[src/rtl/ram_access_controller_pkg.sv]
// ---------------------------------------------------------------------------
// ram_access_controller_pkg
// Shared definitions for the RAMblock bus master: the RAM address/data widths
// used throughout the processor and the controller state encoding.
// Contents:
//   adlines    RAM address width
//   datalines  RAM data width
//   state_t    controller states (IDLE=0 .. DONE=5)
//   max_int    elaboration-time helper for sizing the pulse counter
// ---------------------------------------------------------------------------
package ram_access_controller_pkg;

  localparam int adlines   = 8;
  localparam int datalines = 16;

  typedef enum logic [2:0] {
    IDLE    = 3'd0,
    SETUP   = 3'd1,
    WSTROBE = 3'd2,
    RSTROBE = 3'd3,
    HOLD    = 3'd4,
    DONE    = 3'd5
  } state_t;

  // Larger of two integers; used so one counter covers both strobe lengths.
  function automatic int max_int(input int a, input int b);
    return (a > b) ? a : b;
  endfunction

endpackage

[src/rtl/ram_access_controller.sv]
// ---------------------------------------------------------------------------
// ram_access_controller
// Synchronous bus master for the asynchronous, level-strobed RAMblock.
// Takes one CPU request at a time, holds the address/data stable around the
// read or write strobe (one setup cycle before, one hold cycle after), and
// registers the read data. Every output comes straight from a flop.
// Ports:
//   clk          in   rising-edge clock
//   reset        in   asynchronous, active-high reset
//   req          in   CPU request, only looked at while idle
//   we           in   1 = write, 0 = read (sampled with req)
//   addr         in   request address (sampled with req)
//   wdata        in   write data (sampled with req)
//   busy         out  high from the cycle after acceptance through DONE
//   ack          out  one-cycle completion pulse
//   rdata        out  read data, valid with ack and held until the next read
//   ram_address  out  RAMblock address
//   ram_datain   out  RAMblock write data
//   ram_read     out  RAMblock read strobe
//   ram_write    out  RAMblock write strobe
//   ram_dataout  in   RAMblock read data
// ---------------------------------------------------------------------------
module ram_access_controller
  import ram_access_controller_pkg::*;
#(
  parameter int WR_PULSE = 4,
  parameter int RD_WAIT  = 2
) (
  input  logic                 clk,
  input  logic                 reset,
  input  logic                 req,
  input  logic                 we,
  input  logic [adlines-1:0]   addr,
  input  logic [datalines-1:0] wdata,
  output logic                 busy,
  output logic                 ack,
  output logic [datalines-1:0] rdata,
  output logic [adlines-1:0]   ram_address,
  output logic [datalines-1:0] ram_datain,
  output logic                 ram_read,
  output logic                 ram_write,
  input  logic [datalines-1:0] ram_dataout
);

  // One extra bit over what the longest pulse needs, so PULSE-1 always fits.
  localparam int cw = $clog2(max_int(WR_PULSE, RD_WAIT)) + 1;

  // A zero-length strobe would leave the RAM untouched; refuse to build it.
  if (WR_PULSE < 1 || RD_WAIT < 1) begin : g_param_check
    $error("ram_access_controller: WR_PULSE and RD_WAIT must both be >= 1");
  end

  state_t          state;
  logic [cw-1:0]   count;
  logic            we_q;

  // Controller FSM with all datapath registers kept alongside it.
  // The address and write data are captured on acceptance and never touched
  // again until the next acceptance, so they are stable for the whole setup,
  // strobe and hold window. The strobes only rise when leaving SETUP and only
  // fall when leaving the strobe state, i.e. never on an edge that also moves
  // the address or data. The counter is loaded with PULSE-1 in SETUP and the
  // strobe state ends on the cycle it reads zero, giving exactly PULSE strobe
  // cycles. A reset mid-strobe drops the strobe immediately and loses the
  // transaction without an ack.
  always_ff @(posedge clk or posedge reset) begin
    if (reset) begin
      state       <= IDLE;
      busy        <= 1'b0;
      ack         <= 1'b0;
      ram_read    <= 1'b0;
      ram_write   <= 1'b0;
      rdata       <= '0;
      ram_address <= '0;
      ram_datain  <= '0;
      count       <= '0;
      we_q        <= 1'b0;
    end else begin
      ack <= 1'b0;
      case (state)
        IDLE: begin
          if (req) begin
            ram_address <= addr;
            if (we) begin
              ram_datain <= wdata;
            end
            we_q  <= we;
            busy  <= 1'b1;
            state <= SETUP;
          end
        end

        SETUP: begin
          if (we_q) begin
            count     <= cw'(WR_PULSE - 1);
            ram_write <= 1'b1;
            state     <= WSTROBE;
          end else begin
            count     <= cw'(RD_WAIT - 1);
            ram_read  <= 1'b1;
            state     <= RSTROBE;
          end
        end

        WSTROBE: begin
          if (count == '0) begin
            ram_write <= 1'b0;
            state     <= HOLD;
          end else begin
            count <= count - 1'b1;
          end
        end

        RSTROBE: begin
          if (count == '0) begin
            // Last strobe cycle: RAM output has had RD_WAIT cycles to settle.
            rdata    <= ram_dataout;
            ram_read <= 1'b0;
            state    <= HOLD;
          end else begin
            count <= count - 1'b1;
          end
        end

        HOLD: begin
          ack   <= 1'b1;
          state <= DONE;
        end

        DONE: begin
          busy  <= 1'b0;
          state <= IDLE;
        end

        default: begin
          ram_read  <= 1'b0;
          ram_write <= 1'b0;
          busy      <= 1'b0;
          state     <= IDLE;
        end
      endcase
    end
  end

endmodule

[config.mk]
export PLATFORM = sky130hd
export DESIGN_NAME = ram_access_controller
export DESIGN_NICKNAME = d
export VERILOG_FILES = /design/src/rtl/ram_access_controller_pkg.sv /design/src/rtl/ram_access_controller.sv
export SDC_FILE = /design/constraint.sdc
export NUM_CORES = 1
export LEC_CHECK = 0
export CORE_MARGIN = 1
export CORE_UTILIZATION = 44
export CTS_BUF_LIST = sky130_fd_sc_hd__clkbuf_2 sky130_fd_sc_hd__clkbuf_4 sky130_fd_sc_hd__clkbuf_8
export DETAILED_ROUTE_END_ITERATION = 8
export PLACE_DENSITY = 0.82
export SETUP_SLACK_MARGIN = 0.3
export SLEW_MARGIN = 20
export SYNTH_ARGS = -nofsm -noshare
export SYNTH_HDL_FRONTEND = slang
export SYNTH_SLANG_ARGS = --single-unit
[constraint.sdc]
create_clock -name clk -period 2.05 [get_ports clk]
set_input_delay 0.3075 -clock clk [delete_from_list [all_inputs] [get_ports clk]]
set_output_delay 0.3075 -clock clk [all_outputs]
set_load 0.02 [all_outputs]
==> impl_results.md <==
* Status: finished clean
* Die X at 71.9 µm
* Met2 Resource Use GR at 27.3%
* Post-Synthesis Cells at 137
* Finish-stage setup viols at 0
* # DRC at 0
* Worst slew margin at 70.3%
* Worst setup margin at 394 ps
* WL final at 4520 µm
* EDFF count, synth at 0
* Layout net count at 276
* Full die area at 0.00516 mm²
* Register-to-Register Path Depth at 5
* Core box area at 0.00472 mm²
* Vias in the first global route at 1348
* GRT Max-Usage Layer: met2
* Crit path time final at 1660 ps
* Mapped Area at 0.00215 mm²
* Worst Skew at 7.54 ps
* Worst-Skew Late Latency at 300 ps
* Die Span Y at 71.9 µm
* P_leak at 0.00141 µW
* Fill count at 353
* Crit path capture: ram_datain[7]$_DFFE_PP0P_
* Post-route setup TNS at 0 ps
* Commonest non-fill, non-tap cell in the layout: clkdlybuf4s50_1
* RSZ-0062 raised after global routing: no
* Max Cap Viol at 0
* Sink Count at 51
* Hold Fails Final Rpt at 0
* Syn_area_per_cell at 15.7 µm²
* Synth Net Count at 183
* CP Max Fanout at 17
* Worst Path Arrival at 1840 ps
* Root buffer selected by CTS: clkbuf_8
* WS Path Type: reg -> reg
* Worst hold margin at 326 ps
* Main synth FF type: dfrtp_1
* I/O Buffers at 87
* Max Freq at 0.604 GHz
* CP endpoint kind: register
* Initial DRT Pass Iterations at 4
* R2R Setup Slk at 390 ps
* Clock Tree Buf Depth at 2
* Final max-slew violation count at 0
* P&R area growth vs syn at 49.8%
* Routed Antenna Nets at 0
* Clock edge transition at the registers on the reported setup and hold paths at 80 ps
* GP Congestion at 0.841
* Critical Path Source: state[2]$_DFFE_PP0P_
* Total Routing Usage GR at 17.9%
* Asr flop ratio synth at 100%
* Synth warn at 0
* Power Density at 1580 mW/mm²
* Util after Layout at 68.1%
* Final period util at 80.8%
* Via density at 4.81
* Worst-margin pin slew at 445 ps
* First-pass GRT wire length at 6840 µm
* WL/cell at 15.2 µm
* GR Overflow Total at 0
* Critical Path RT at 2240 ps
* Fraction of layout cells with a size suffix above 1 at 26.1%
* Yosys reg bits at 51
* Worst r2r dst: ram_datain[7]$_DFFE_PP0P_
* Yosys cell types at 26
* HPWL Detailed at 3370 µm
* Met3 Resource Use GR at 5.63%
* Crit start category: register
* I/O pins at 88
* Post-Place Cell Area at 0.00311 mm²
* Reg2reg start: state[2]$_DFFE_PP0P_
* Number of setup buffers added after CTS at 0
* Placement-stage worst setup slack at 190 ps
* ANT cells at 0
* DR iter-0 viols at 49
* Worst min path class: in -> async
* Site Rows at 25
* CTS tree: done
* Vias at 1429
* Peak VDD IR at 0.755 mV
* TritonCTS Buffers at 5
* Pin count of the biggest net entering global routing at 35
* Most frequent cells in the layout: clkdlybuf4s50_1, dfrtp_1, mux2_2
* Starting density of the core at 45.5%
* Global routing usage on met1 at 23.8%
* Initial antenna violation count at 0
* Finished Cell Area at 0.00322 mm²
* H-tree levels at 2
* Seq/Total Area, Yosys at 59.4%
[registers in the layout, indices dropped and copies added, names as in the netlist]
name         flops
state            3
count            3
rdata           16
we_q             1
ram_datain      16
ram_address      8
ram_read         1
ack              1
ram_write        1
busy             1
[logic make-up after synthesis]
kind of cell               share of synthesized area [%]
adders and majority gates                           1.17
muxes                                               25.8
and+or+nand+nor                                     5.59
buffers and inverters                               3.96
DFF                                                 59.4
AOI/OAI and AO/OA                                   4.02
[power breakdown]
part / internal [µW] / switching, µW / leakage, µW / total (µW)
Sequential: 1500 / 303 / 0.000612 / 1810
Clock: 371 / 303 / 0.0000547 / 674
Combinational: 1460 / 1140 / 0.000739 / 2600
Total: 3340 / 1750 / 0.00141 / 5090
[final cells by class]
type                    count  area, µm²  share of cell area (%)
repair buffers             91        926                    28.8
inverters                   6       22.5                   0.700
multi-input cells          75        801                    24.9
clock inverters             1       30.0                   0.933
flip-flops and latches     51       1280                    39.7
well taps                  67       83.8                    2.61
clock buffers               6       76.3                    2.37
[critical path: stages (launching register included)]
cell     delay, ps
dfrtp_1        380
buf_4          180
nor4b_2        270
buf_4          240
nand2_8        140
mux2_4         330
[routing by layer]
metal	up-vias	share of wire, %
met5	-	0
li1	667	-
met1	685	43
met2	69	48
met3	8	7.1
met4	0	1.7
[worst min path at each step]
stage / from / to / slack, ps / cells past startpoint
6_report: reset / rdata[12]$_DFFE_PP0P_ / 330 / 2
4_1_cts: reset / rdata[12]$_DFFE_PP0P_ / 320 / 2
3_5_place_dp: count[0]$_DFFE_PP0P_ / count[0]$_DFFE_PP0P_ / 470 / 1
2_1_floorplan: req / state[0]$_DFFE_PP0P_ / 450 / 2
3_3_place_gp: count[0]$_DFFE_PP0P_ / count[0]$_DFFE_PP0P_ / 470 / 1
5_1_grt: reset / ram_datain[8]$_DFFE_PP0P_ / 330 / 2
[synthesized netlist by cell type (all sizes together), types with 2 or more instances]
master,count,share of area [%]
nand2,3,1.3
buf,4,2.7
nor2b,4,1.2
nor4b,2,1.1
dfrtp,51,59
ha,2,1.2
mux2,42,25
inv,6,1.0
o21ai,9,2.1
a21oi,3,0.70
[metrics by stage]
| stage | total power [µW] | instances |
|---|---|---|
| floorplan | 3270 | 137 |
| global placement | 4360 | 290 |
| detailed placement | 4440 | 290 |
| CTS | 5130 | 297 |
| global route | 5360 | 297 |
| finish | 5090 | 297 |
[repair_timing]
action	in CTS	in global routing
gates resized for setup	0	1
hold buffers	0	0
endpoints found under the setup margin	0	1
Note: power is estimated with default switching activity, not from simulation.
